[src/rtl/crank_if.sv]
// crank_if: groups the raw crank input and the tooth-synchronous timing stream.
//   master modport: the decoder (samples crank_in, drives the timing stream).
//   slave modport:  the sensor side / consumers (drive crank_in, observe the stream).
//   crank_in              raw crank sensor input, asynchronous, active on rising edge
//   trigger               one-clock pulse per accepted tooth while synced
//   eng_phase             angle of the tooth just accepted, in quanta
//   next_tooth_width      quanta from this tooth to the next expected edge
//   tooth_period          clocks between the last two normal teeth
//   quanta_per_revolution constant quanta per wheel revolution
//   synced                high while locked to the wheel
//   sync_loss             one-clock pulse when lock is lost on a tooth-count error
interface crank_if;
   logic        crank_in;
   logic        trigger;
   logic [15:0] eng_phase;
   logic [15:0] next_tooth_width;
   logic [31:0] tooth_period;
   logic [15:0] quanta_per_revolution;
   logic        synced;
   logic        sync_loss;

   modport master (
      input  crank_in,
      output trigger,
      output eng_phase,
      output next_tooth_width,
      output tooth_period,
      output quanta_per_revolution,
      output synced,
      output sync_loss
   );

   modport slave (
      output crank_in,
      input  trigger,
      input  eng_phase,
      input  next_tooth_width,
      input  tooth_period,
      input  quanta_per_revolution,
      input  synced,
      input  sync_loss
   );
endinterface

[src/rtl/crank_decoder.sv]
// crank_decoder: missing-tooth crank trigger-wheel decoder. Synchronises the raw crank
// input, rejects noise edges, finds the missing-tooth gap and emits a tooth-synchronous
// timing stream (trigger, phase, next tooth width, tooth period) for the output drivers.
// Ports:
//   clk    system clock
//   rst_n  asynchronous active-low reset
//   bus    crank_if.master: crank_in in, timing stream out
module crank_decoder #(
   parameter int unsigned TEETH_TOTAL      = 36,
   parameter int unsigned TEETH_MISSING    = 1,
   parameter int unsigned QUANTA_PER_TOOTH = 10,
   parameter int unsigned MIN_PERIOD       = 16,
   parameter int unsigned STALL_CLKS       = 32'd50_000_000
) (
   input logic     clk,
   input logic     rst_n,
   crank_if.master bus
);

   localparam int unsigned PRESENT = TEETH_TOTAL - TEETH_MISSING;
   localparam logic [15:0] LAST_IDX  = 16'(PRESENT - 1);
   localparam logic [15:0] QPT       = 16'(QUANTA_PER_TOOTH);
   localparam logic [15:0] GAP_WIDTH = 16'((TEETH_MISSING + 1) * QUANTA_PER_TOOTH);
   localparam logic [15:0] QPR       = 16'(TEETH_TOTAL * QUANTA_PER_TOOTH);

   typedef enum logic [1:0] {
      StStalled,
      StPriming,
      StSeeking,
      StSynced
   } state_e;

   state_e      state_q, state_d;
   logic        sync1_q, sync2_q, prev_q;
   logic [31:0] cnt_q, cnt_d;
   logic [31:0] last_int_q, last_int_d;
   logic [31:0] period_q, period_d;
   logic [15:0] idx_q, idx_d;
   logic [15:0] phase_q, phase_d;
   logic [15:0] width_q, width_d;
   logic        trigger_q, trigger_d;
   logic        loss_q, loss_d;

   logic        edge_det;
   logic        stall;
   logic        accept;
   logic        gap;
   logic [32:0] gap_thresh;

   // Two-flop synchroniser plus one history flop for rising-edge detection.
   always_ff @(posedge clk or negedge rst_n) begin
      if (!rst_n) begin
         sync1_q <= 1'b0;
         sync2_q <= 1'b0;
         prev_q  <= 1'b0;
      end else begin
         sync1_q <= bus.crank_in;
         sync2_q <= sync1_q;
         prev_q  <= sync2_q;
      end
   end

   assign edge_det = sync2_q & ~prev_q;

   // Once stalled, the saturated counter must not keep vetoing edges, otherwise the
   // wheel could never restart; the stall check only applies while not already stalled.
   assign stall  = (state_q != StStalled) && (cnt_q >= STALL_CLKS);
   assign accept = edge_det && !stall && (cnt_q >= MIN_PERIOD);

   // Gap when the interval exceeds 1.5x the last normal pitch; 33 bits avoid overflow.
   assign gap_thresh = {1'b0, last_int_q} + {2'b00, last_int_q[31:1]};
   assign gap        = {1'b0, cnt_q} > gap_thresh;

   always_ff @(posedge clk or negedge rst_n) begin
      if (!rst_n) begin
         state_q    <= StStalled;
         cnt_q      <= 32'd0;
         last_int_q <= 32'd0;
         period_q   <= 32'hFFFF_FFFF;
         idx_q      <= 16'd0;
         phase_q    <= 16'd0;
         width_q    <= QPT;
         trigger_q  <= 1'b0;
         loss_q     <= 1'b0;
      end else begin
         state_q    <= state_d;
         cnt_q      <= cnt_d;
         last_int_q <= last_int_d;
         period_q   <= period_d;
         idx_q      <= idx_d;
         phase_q    <= phase_d;
         width_q    <= width_d;
         trigger_q  <= trigger_d;
         loss_q     <= loss_d;
      end
   end

   always_comb begin
      state_d    = state_q;
      cnt_d      = (&cnt_q) ? cnt_q : cnt_q + 32'd1;
      last_int_d = last_int_q;
      period_d   = period_q;
      idx_d      = idx_q;
      phase_d    = phase_q;
      width_d    = width_q;
      trigger_d  = 1'b0;
      loss_d     = 1'b0;

      if (stall) begin
         // Edge in the same cycle is discarded.
         state_d  = StStalled;
         period_d = 32'hFFFF_FFFF;
         idx_d    = 16'd0;
         phase_d  = 16'd0;
         width_d  = QPT;
      end else if (accept) begin
         cnt_d = 32'd1;
         unique case (state_q)
            StStalled: begin
               state_d = StPriming;
            end
            StPriming: begin
               last_int_d = cnt_q;
               state_d    = StSeeking;
            end
            StSeeking: begin
               if (gap) begin
                  state_d   = StSynced;
                  idx_d     = 16'd0;
                  trigger_d = 1'b1;
                  phase_d   = 16'd0;
                  width_d   = QPT;
               end else begin
                  last_int_d = cnt_q;
                  period_d   = cnt_q;
               end
            end
            StSynced: begin
               if (!gap) begin
                  last_int_d = cnt_q;
                  period_d   = cnt_q;
               end
               if (!gap && (idx_q != LAST_IDX)) begin
                  idx_d     = idx_q + 16'd1;
                  trigger_d = 1'b1;
               end else if (gap && (idx_q == LAST_IDX)) begin
                  idx_d     = 16'd0;
                  trigger_d = 1'b1;
               end else begin
                  // Tooth count disagrees with the gap position: drop lock.
                  loss_d  = 1'b1;
                  state_d = StSeeking;
                  idx_d   = 16'd0;
                  phase_d = 16'd0;
                  width_d = QPT;
               end
               if (trigger_d) begin
                  phase_d = idx_d * QPT;
                  width_d = (idx_d == LAST_IDX) ? GAP_WIDTH : QPT;
               end
            end
            default: begin
               state_d = StStalled;
            end
         endcase
      end
   end

   assign bus.trigger               = trigger_q;
   assign bus.sync_loss             = loss_q;
   assign bus.synced                = (state_q == StSynced);
   assign bus.eng_phase             = phase_q;
   assign bus.next_tooth_width      = width_q;
   assign bus.tooth_period          = period_q;
   assign bus.quanta_per_revolution = QPR;

endmodule

[src/flat_wrapper.sv]
// flat-port wrapper written by rule: the top's interface ports become plain ports
module crank_decoder_flat 
#(
   parameter int unsigned TEETH_TOTAL      = 36,
   parameter int unsigned TEETH_MISSING    = 1,
   parameter int unsigned QUANTA_PER_TOOTH = 10,
   parameter int unsigned MIN_PERIOD       = 16,
   parameter int unsigned STALL_CLKS       = 32'd50_000_000
)
  (clk, rst_n, bus_crank_in, bus_trigger, bus_eng_phase, bus_next_tooth_width, bus_tooth_period, bus_quanta_per_revolution, bus_synced, bus_sync_loss);
  crank_if bus_i ();
  input logic clk;
  input logic rst_n;
  input wire logic [$bits(bus_i.crank_in)-1:0] bus_crank_in;
  output wire logic [$bits(bus_i.trigger)-1:0] bus_trigger;
  output wire logic [$bits(bus_i.eng_phase)-1:0] bus_eng_phase;
  output wire logic [$bits(bus_i.next_tooth_width)-1:0] bus_next_tooth_width;
  output wire logic [$bits(bus_i.tooth_period)-1:0] bus_tooth_period;
  output wire logic [$bits(bus_i.quanta_per_revolution)-1:0] bus_quanta_per_revolution;
  output wire logic [$bits(bus_i.synced)-1:0] bus_synced;
  output wire logic [$bits(bus_i.sync_loss)-1:0] bus_sync_loss;
  assign bus_i.crank_in = bus_crank_in;
  assign bus_trigger = bus_i.trigger;
  assign bus_eng_phase = bus_i.eng_phase;
  assign bus_next_tooth_width = bus_i.next_tooth_width;
  assign bus_tooth_period = bus_i.tooth_period;
  assign bus_quanta_per_revolution = bus_i.quanta_per_revolution;
  assign bus_synced = bus_i.synced;
  assign bus_sync_loss = bus_i.sync_loss;
  crank_decoder #(.TEETH_TOTAL(TEETH_TOTAL), .TEETH_MISSING(TEETH_MISSING), .QUANTA_PER_TOOTH(QUANTA_PER_TOOTH), .MIN_PERIOD(MIN_PERIOD), .STALL_CLKS(STALL_CLKS)) u_core (.clk(clk), .rst_n(rst_n), .bus(bus_i));
endmodule
[config.mk]
export PLATFORM = sky130hd
export DESIGN_NAME = crank_decoder_flat
export DESIGN_NICKNAME = d
export VERILOG_FILES = /design/src/rtl/crank_if.sv /design/src/rtl/crank_decoder.sv /design/src/flat_wrapper.sv
export SDC_FILE = /design/constraint.sdc
export NUM_CORES = 1
export LEC_CHECK = 0
export ABC_CLOCK_PERIOD_IN_PS = 12800
export BUFFER_PORTS_ARGS = -buffer_cell sky130_fd_sc_hd__buf_2
export CORE_MARGIN = 2
export CORE_UTILIZATION = 60
export DETAILED_ROUTE_END_ITERATION = 10
export PLACE_DENSITY = 0.8
export SYNTH_ARGS = -nofsm -noshare
export SYNTH_HDL_FRONTEND = slang
export SYNTH_SLANG_ARGS = --single-unit
[constraint.sdc]
create_clock -name clk -period 12.8 [get_ports clk]
set_input_delay 0.64 -clock clk [delete_from_list [all_inputs] [get_ports clk]]
set_output_delay 0.64 -clock clk [all_outputs]
set_load 0.01 [all_outputs]
# Yosys cells after proc, flatten, opt, wreduce, memory -nomap -nowiden
# Index checks and enable logic that the tools add are counted.
# classes
n_eq_ne,13
div_mod_pow,0
add_sub_neg,3
magnitude_cmp,3
reduce_logical,20
n_shift,0
bitwise,3
multipliers,1
n_mux,50
# op_table
op,count
16-bit 2-to-1 mux,18
32-bit 2-to-1 mux,7
16-bit case mux with 2 select lines,3
32-bit case mux with 2 select lines,1
32-bit by 31-bit adder with 33-bit output,1
32-bit by 33-bit > comparator with 1-bit output,1
"32-bit by 1-bit adder with 32-bit output, second input constant",1
"16-bit by 6-bit equality test with 1-bit output, second input constant",2
"32-bit by 26-bit greater-or-equal comparator with 1-bit output, second input constant",1
"32-bit by 5-bit greater-or-equal comparator with 1-bit output, second input constant",1
32-bit AND reduction,1
"16-bit by 1-bit adder with 16-bit output, second input constant",1
"16-bit by 3-bit multiplier with 15-bit output, second input constant",1
"16-bit by 6-bit inequality test with 1-bit output, second input constant",1
1-bit 2-to-1 mux,13
2-bit 2-to-1 mux,5
"4-bit by 3-bit inequality test with 1-bit output, second input constant",2
2-bit case mux with 4 select lines,1
4-bit AND reduction,2
2-bit nonzero test,4
"3-bit by 2-bit inequality test with 1-bit output, second input constant",2
3-bit AND reduction,2
1-bit logical AND,5
5-bit 2-to-1 mux,1
13 further kinds,16
# totals
mem_count,0
out_inout_bits,83
reg_bits,151
word_cells,105
input_bits,3
ramBits,0
rom_bits,0
latchBits,0

# Longest topological paths before layout
# Gate-level depths: netlist of the first run.
# depth
depth_word,14
mapped_depth,34
depth_no_buf,33

# Worst setup path after synthesis of the first run
# OpenSTA, ideal clock, no wires.
# synth_path
path_kind,register -> register
from,register u_core.last_int_q[4]
to,register u_core.phase_q[14] (netlist: u_core.bus.eng_phase[14])
path_slack_ps,5844
period_less_slack_ps,6956
setup_time_ps,121
stages_incl_launch_ff,32
arrival_ps,6835
required_ps,12679
path_buffers,1
cell_sequence,dfrtp_1 > ha_1 > a2111oi_4 > o31ai_1 > a311o_1 > nand4_1 > a21oi_1 > a311o_1 > o41ai_1 > o311ai_0 > o41a_1 > ha_1 > a21oi_1 > o21ai_0 > a21o_1 > a221oi_1 > or2_1 > ha_1 > clkbuf_1 > nor2b_1 > ha_1 > ha_1 > fa_1 > a21o_1 > a21oi_1 > o21bai_1 > a21oi_1 > o21bai_1 > a21oi_1 > o21ai_0 > xor2_1 > a22o_1
# synth_via
elab_chain_len,13
elab_cells_between_ends,23
classes_between,add/sub: 1; mul: 1; order compare: 1; eq/ne: 3; mux: 13; reduce/logical: 4
# synth_lines
element,line_no,rtl
from (decl),crank_decoder.sv:36,"logic [31:0] last_int_q, last_int_d;"
from (signal assigned),crank_decoder.sv:88,last_int_q <= last_int_d;
32-bit by 31-bit adder with 33-bit output (*),crank_decoder.sv:71,"assign gap_thresh = {1'b0, last_int_q} + {2'b00, last_int_q[31:1]};"
32-bit by 33-bit > comparator with 1-bit output (*),crank_decoder.sv:72,"assign gap = {1'b0, cnt_q} > gap_thresh;"
1-bit zero test,-,
1-bit logical AND,crank_decoder.sv:143,if (!gap && (idx_q != LAST_IDX)) begin
16-bit 2-to-1 mux,crank_decoder.sv:143,
16-bit 2-to-1 mux,crank_decoder.sv:118,unique case (state_q)
16-bit 2-to-1 mux,crank_decoder.sv:116,end else if (accept) begin
16-bit 2-to-1 mux,crank_decoder.sv:109,if (stall) begin
16-bit by 3-bit multiplier with 15-bit output,crank_decoder.sv:158,phase_d = idx_d * QPT;
16-bit 2-to-1 mux,crank_decoder.sv:157,if (trigger_d) begin
16-bit case mux with 2 select lines,crank_decoder.sv:118,
16-bit 2-to-1 mux,crank_decoder.sv:116,
16-bit 2-to-1 mux,crank_decoder.sv:109,
to (signal assigned),crank_decoder.sv:91,phase_q <= phase_d;
to (decl),crank_decoder.sv:39,"logic [15:0] phase_q, phase_d;"
# Mark *: on every way between the ends. The rest lies on a longest branch, timed or not. The select of a mux whose other input is x is not followed.
# A chain may end at the register's enable or synchronous reset.

# Worst setup path in the final report of the first run
# layout_path
from,register u_core.last_int_q[1]
to,register u_core.phase_q[14] (netlist: u_core.bus.eng_phase[14])
# Same word-level chain as after synthesis.

==> results of run 1 <==
state kept, by name, indices dropped and copies added, names as in the netlist, 2 cells and up:
register                     cells
u_core.bus.tooth_period         32
u_core.cnt_q                    32
u_core.last_int_q               32
u_core.idx_q                    16
u_core.bus.eng_phase            15
u_core.bus.next_tooth_width      2
u_core.state_q                   2
stage by stage:
stage,hold WS (ns),util (%),instances,instance area (um2),setup slack [ns]
after floorplan,0.331,-,1019,9470,5.84
after global placement,0.339,63.2,1216,9640,4.87
after detailed placement,0.352,63.2,1216,9640,4.58
after CTS,0.303,67.9,1248,10400,4.39
after global routing,0.299,67.9,1248,10400,3.79
final,0.276,67.9,1248,10400,4.28
synthesized netlist by cell type, drive strengths merged, types with 4 or more instances:
library cell / count / share of area (%)
a211oi: 7 / 0.56
a21o: 32 / 2.6
a21oi: 46 / 2.5
a22o: 15 / 1.4
a31oi: 5 / 0.33
and2: 16 / 1.1
and3: 13 / 0.87
and4: 4 / 0.37
buf: 47 / 3.5
clkbuf: 29 / 1.2
dfrtp: 103 / 28
dfstp: 33 / 9.3
ha: 85 / 11
inv: 27 / 1.1
mux2: 27 / 3.2
mux2i: 25 / 2.7
nand2: 112 / 4.5
nand2b: 6 / 0.40
nand3: 29 / 1.5
nand4: 25 / 1.7
nor2: 78 / 3.1
nor2b: 5 / 0.33
nor3: 15 / 0.85
nor4: 11 / 0.96
o211ai: 4 / 0.32
o21a: 11 / 0.88
o21ai: 29 / 1.6
o21bai: 4 / 0.32
o22ai: 12 / 0.80
or2: 4 / 0.27
xnor2: 41 / 3.8
xor2: 50 / 4.7
per-layer routing:
metal,vias up,part of all wire (%),routed length [um]
met5,-,0,0
met4,0,2.2,482
met3,40,5.7,1230
met2,265,46,10000
met1,3556,46,9850
li1,3535,-,-
worst register-to-register path, delay by kind of cell, from the launching register on:
| family | cells | cell delay [ns] |
|---|---|---|
| adders and majority gates | 7 | 2.44 |
| AOI/OAI and AO/OA | 20 | 4.57 |
| DFF | 1 | 0.44 |
| xor gates and xnor gates | 2 | 0.34 |
| and+or+nand+nor | 2 | 0.61 |
worst max-delay path by stage:
stage / cells past startpoint / endpoint
3_5_place_dp: 31 / u_core.bus.eng_phase[14]$_DFFE_PN0P_
6_report: 31 / u_core.bus.eng_phase[14]$_DFFE_PN0P_
2_1_floorplan: 31 / u_core.bus.eng_phase[14]$_DFFE_PN0P_
3_3_place_gp: 31 / u_core.bus.eng_phase[14]$_DFFE_PN0P_
5_1_grt: 32 / u_core.bus.eng_phase[14]$_DFFE_PN0P_
4_1_cts: 31 / u_core.bus.eng_phase[14]$_DFFE_PN0P_
cells by family after synthesis:
| logic type | Yosys count | share of synthesized area, % |
|---|---|---|
| flip-flops | 136 | 36.8 |
| AO/OA/AOI/OAI | 192 | 14.3 |
| multiplexers | 52 | 5.91 |
| XOR/XNOR | 91 | 8.50 |
| adder cells (fa/ha/maj) | 87 | 11.8 |
| AND/OR/NAND/NOR | 329 | 16.9 |
| buffers and inverters | 103 | 5.77 |
| other | 2 | 0.0801 |
placed cells by master (no fill, tap or decap), types with 8 or more instances in the layout:
cell       count
nand2_1      112
dfrtp_1      103
ha_1          85
nor2_1        78
buf_2         55
xor2_1        50
a21oi_1       46
xnor2_1       41
dfstp_2       33
a21o_1        31
nand3_1       29
conb_1        29
o21ai_0       27
inv_1         26
mux2_2        26
nand4_1       25
mux2i_1       25
clkbuf_16     17
and2_1        15
a22o_1        15
nor3_1        14
and3_1        13
o22ai_1       12
o21a_1        11
nor4_1         9
bufinv_16      8
power breakdown:
part	internal [mW]	leakage [nW]	total, mW	switching [mW]
sequential	0.475	1.75	0.522	0.0473
clock	0.407	0.346	0.603	0.196
combinational	0.195	3.41	0.522	0.326
total	1.08	5.51	1.65	0.569
cell type report:
| class | count | share of cell area, % |
|---|---|---|
| Clock inverter | 14 | 2.81 |
| Inverter | 27 | 0.978 |
| Tap cell | 211 | 2.55 |
| Multi-Input combinational cell | 780 | 53.1 |
| Clock buffer | 18 | 4.14 |
| Sequential cell | 136 | 33.2 |
| Timing Repair Buffer | 62 | 3.20 |
==> results.py, run 1 <==
metrics = {
    "sta": {
        "finalCritPeriodShare_pct": 66.6,
        "hold_viol": 0,
        "period_needed_ns": 8.52,
        "clock.fmax_ghz": 0.117,
        "finalClockSkew_ns": 0.00713,
        "relSlewSlack_pct": 22.9,
        "rsz0062_at_grt": "no",
        "slew_violations": 0,
        "setup_tns_ns": 0,
        "worst_pin_slew_ns": 1.16,
        "setup_viol": 0,
    },
    "clocking": {
        "postCtsSetupBuffers": 0,
        "clock_sinks": 136,
        "clk_latency_ns": 0.43,
        "cts_tree": "done",
        "clk_pin_slew_ns": 0.06,
        "cts_max_path_buffers": 2,
        "numCtsBuffers": 17,
        "root_buffer": "clkbuf_16",
        "cts_resized": 0,
        "cts-hold-fix-buffers": 0,
        "htreeDepth": 4,
    },
    "placement": {
        "portBuffers": 56,
        "hpwl_um": 14600,
        "gp_congestion": 0.950,
    },
    "critical_path": {
        "cpMaxStageDelayCell": "a221oi_1",
        "cp-end-kind": "flop",
        "path_class": "flop to flop",
        "r2r-start": "u_core.last_int_q[1]$_DFFE_PN0P_",
        "crit_buf_inv": 0,
        "start_kind": "flop",
        "cp_top_family": "compound AO/OA/AOI/OAI gates",
        "slowest_delay_ns": 0.57,
        "crit_fanout": 20,
        "cp-startpoint": "u_core.last_int_q[1]$_DFFE_PN0P_",
        "reg2reg_to": "u_core.bus.eng_phase[14]$_DFFE_PN0P_",
        "critPathArrivalTime_ns": 8.84,
        "rr_worst_depth": 31,
        "required_ns": 13.12,
        "r2r_slack_ns": 4.28,
    },
    "synthesis": {
        "netlist_area_mm2": 0.00937,
        "avgSynthCellArea_um2": 9.45,
        "synthDistinctLibCells": 73,
        "synth_edf_count": 0,
        "yosys_register_bits": 136,
        "yosysWarnings": 0,
        "ys_async_sr_fraction_pct": 100,
        "syn-instance-count": 992,
        "synth.yosys.seq_area_share_pct": 36.8,
        "synth_ff_type": "dfrtp_1",
    },
    "floorplan": {
        "die-area_mm2": 0.0166,
        "start_util_pct": 61.4,
        "core_mm2": 0.0153,
        "ios": 86,
        "rows": 45,
        "die_w_um": 129,
        "fp.dieH_um": 129,
    },
    "layout": {
        "multiInputGateArea_mm2": 0.00550,
        "antennaDiodeCount": 0,
        "fill_cells": 1188,
        "nets": 1114,
        "drive_gt1_share_pct": 16.0,
        "seq_area_mm2": 0.00344,
        "area_growth_pct": 10.6,
    },
    "global_route": {
        "grtUsageMet2_pct": 43.7,
        "grt_max_degree": 90,
        "antenna_found_initial": 0,
        "grt-ovfl-total": 0,
        "met3_usage_pct": 5.07,
        "grt_pass1_wl_um": 35500,
        "use_met1_pct": 36.6,
        "busiest_layer": "met2",
        "grt_usage_pct": 27.1,
        "grt_pass1_vias": 6964,
    },
    "route": {
        "route.vias.total": 7396,
        "first_iter_violations": 597,
        "routedWlPerCell_um": 17.3,
        "finalWirelength_um": 21600,
        "viasPerCell": 5.93,
        "drc": 0,
        "dr.pass1.iters": 5,
        "drtAntennaViolNets": 0,
    },
    "power_and_ir_drop": {
        "pwr_density_cell_mw_per_mm2": 159,
        "p_total_mw": 1.65,
        "p_leak_nw": 5.51,
        "ir_worst_vdd_v": 0.0000967,
    },
    "run_status": {
        "status": "complete, no violations",
    },
    "worst_hold_path": {
        "hp-class": "input pin to asynchronous set/reset pin",
    },
    "flow_run": {
        "maxCapViolations": 0,
    },
}
Note: power is estimated with default switching activity, not from simulation.
==> inputs of run 2 (changes only) <==
ABC_CLOCK_PERIOD_IN_PS = 7500   (was 12800)
CORE_UTILIZATION = 55   (was 60)
PLACE_DENSITY = 0.78   (was 0.8)
clock period = 7.5 ns   (was 12.8 ns; I/O delays follow)
==> results.py, run 2 (same netlist as run 1, synthesis figures left out) <==
metrics = {
    "critical_path": {
        "crit_fanout": 6,
        "critPathArrivalTime_ns": 7.50,
        "start_kind": "flop",
        "slowest_delay_ns": 0.43,
        "path_class": "flop to flop",
        "cp-end-kind": "flop",
        "cpMaxStageDelayCell": "dfrtp_1",
        "required_ns": 7.81,
    },
    "power_and_ir_drop": {
        "p_leak_nw": 5.55,
        "ir_worst_vdd_v": 0.000311,
        "pwr_density_cell_mw_per_mm2": 263,
        "clkPwrFrac_pct": 32.5,
        "seqPwrFrac_pct": 32.3,
        "swShare_pct": 35.2,
        "internal_power_mw": 1.78,
        "switchingPower_uw": 967,
        "pwr-share-comb_pct": 35.2,
    },
    "run_status": {
        "status": "complete, no violations",
    },
    "placement": {
        "portBuffers": 56,
        "gp_congestion": 0.940,
        "placed_area_mm2": 0.00970,
        "place_ws_ns": 0.0900,
        "dp.cells": 1232,
        "hpwl_um": 14800,
    },
    "route": {
        "routedWlPerCell_um": 16.2,
        "finalWirelength_um": 20500,
        "route.vias.total": 7206,
        "drtAntennaViolNets": 0,
        "viasPerCell": 5.69,
        "dr.pass1.iters": 5,
        "drc": 0,
        "first_iter_violations": 478,
    },
    "sta": {
        "finalWorstSetupSlack_ns": 0.318,
        "period_needed_ns": 7.18,
        "worst_pin_slew_ns": 1.16,
        "relSlewSlack_pct": 23.0,
        "clock.fmax_ghz": 0.139,
        "finalCritPeriodShare_pct": 95.8,
        "setup_tns_ns": 0,
        "hold_viol": 0,
        "setup_viol": 0,
        "slew_violations": 0,
        "finalClockSkew_ns": 0.0106,
    },
    "clocking": {
        "cts_max_path_buffers": 2,
        "clk_latency_ns": 0.43,
        "root_buffer": "clkbuf_16",
        "htreeDepth": 4,
        "clock_sinks": 136,
        "numCtsBuffers": 17,
        "cts_tree": "done",
        "clk_pin_slew_ns": 0.06,
    },
    "layout": {
        "area_growth_pct": 11.5,
        "final_cell_mix": "nand2_1, dfrtp_1, ha_1",
        "fin_cells": 1266,
        "fin_area_mm2": 0.0104,
        "final_common_cell": "nand2_1",
        "fill_cells": 1322,
        "drive_gt1_share_pct": 18.6,
        "nets": 1123,
        "seq_area_mm2": 0.00344,
        "multiInputGateArea_mm2": 0.00560,
        "antennaDiodeCount": 0,
    },
    "floorplan": {
        "start_util_pct": 56.3,
        "ios": 86,
        "core_mm2": 0.0166,
        "fp.dieH_um": 135,
        "rows": 47,
        "die-area_mm2": 0.0181,
        "die_w_um": 135,
    },
    "global_route": {
        "grt_pass1_wl_um": 33700,
        "grt-ovfl-total": 0,
        "grt_max_degree": 83,
        "grt_pass1_vias": 6781,
        "grt_usage_pct": 23.2,
        "antenna_found_initial": 0,
    },
    "flow_run": {
        "maxCapViolations": 0,
    },
    "worst_hold_path": {
        "hp-class": "input pin to flop",
    },
}
## run 2: changes by cell type in the layout (fill, tap and decap cells not counted), moves of 3 or more
cell,previous run,this run
a21oi_1,46,42
bufinv_16,8,4
clkinv_2,0,3
a21oi_2,0,4
buf_4,6,14
## run 2: worst max-delay path, delay by kind of cell, from the launching register on
family	cells	cell delay (ns)
AOI/OAI and AO/OA	20	3.46
adders and majority gates	7	2.06
and+or+nand+nor	3	0.61
DFF	1	0.43
xor gates and xnor gates	2	0.35
buffers and inverters	1	0.16
## run 2: per-stage QoR
step	util, %	hold WS (ns)	total power, mW
3_5_place_dp	58.3	0.353	1.79
3_3_place_gp	58.3	0.337	1.77
4_1_cts	62.2	0.0491	2.70
6_report	62.8	0.0665	2.75
5_1_grt	62.8	0.0534	2.90
2_1_floorplan	-	0.0794	1.54
## run 2: cell type report
type | count | share of cell area [%]
Multi-Input combinational cell | 780 | 53.6
Tap cell | 220 | 2.64
Sequential cell | 136 | 33.0
Timing Repair Buffer | 71 | 3.84
Clock buffer | 18 | 4.11
Clock inverter | 14 | 1.86
Inverter | 27 | 0.970
## run 2: path summary, 6_finish.rpt
| kind | start | to | slack [ns] | cells past startpoint |
|---|---|---|---|---|
| hold / removal | bus_crank_in | u_core.sync1_q$_DFF_PN0_ | 0.07 | 1 |
| hold reg to reg | u_core.sync1_q$_DFF_PN0_ | u_core.sync2_q$_DFF_PN0_ | 0.36 | 0 |
| max in group asynchronous | rst_n | u_core.cnt_q[25]$_DFF_PN0_ | 5.65 | 3 |
| min in group asynchronous | rst_n | u_core.last_int_q[0]$_DFFE_PN0P_ | 0.47 | 2 |
| setup / recovery | u_core.last_int_q[1]$_DFFE_PN0P_ | u_core.bus.eng_phase[14]$_DFFE_PN0P_ | 0.32 | 33 |
| setup reg to reg | u_core.last_int_q[1]$_DFFE_PN0P_ | u_core.bus.eng_phase[14]$_DFFE_PN0P_ | 0.32 | 33 |
## run 2: per-layer routing
| metal | up-vias | track usage [%] | part of all wire [%] |
|---|---|---|---|
| met5 | - | 0 | 0 |
| met4 | 0 | 6.78 | 1.2 |
| met3 | 29 | 4.02 | 4.4 |
| li1 | 3552 | - | - |
| met2 | 177 | 38.4 | 48 |
| met1 | 3448 | 31.4 | 47 |
## run 2: what timing repair did
item / CTS / global route
endpoints found under the hold margin: 39 / 0
hold buffers: 1 / 0
setup buffers: 0 / 1
pin swaps: 1 / 4
gates resized for setup: 3 / 22
setup endpoints to repair: 1 / 4
## run 2: power by group through the flow
stage	clock (mW)	combinational (mW)	sequential, mW
after floorplan	0	0.657	0.882
after global placement	0	0.874	0.896
after detailed placement	0	0.893	0.899
after CTS	0.904	0.904	0.888
after global routing	0.933	1.07	0.899
final	0.893	0.966	0.888
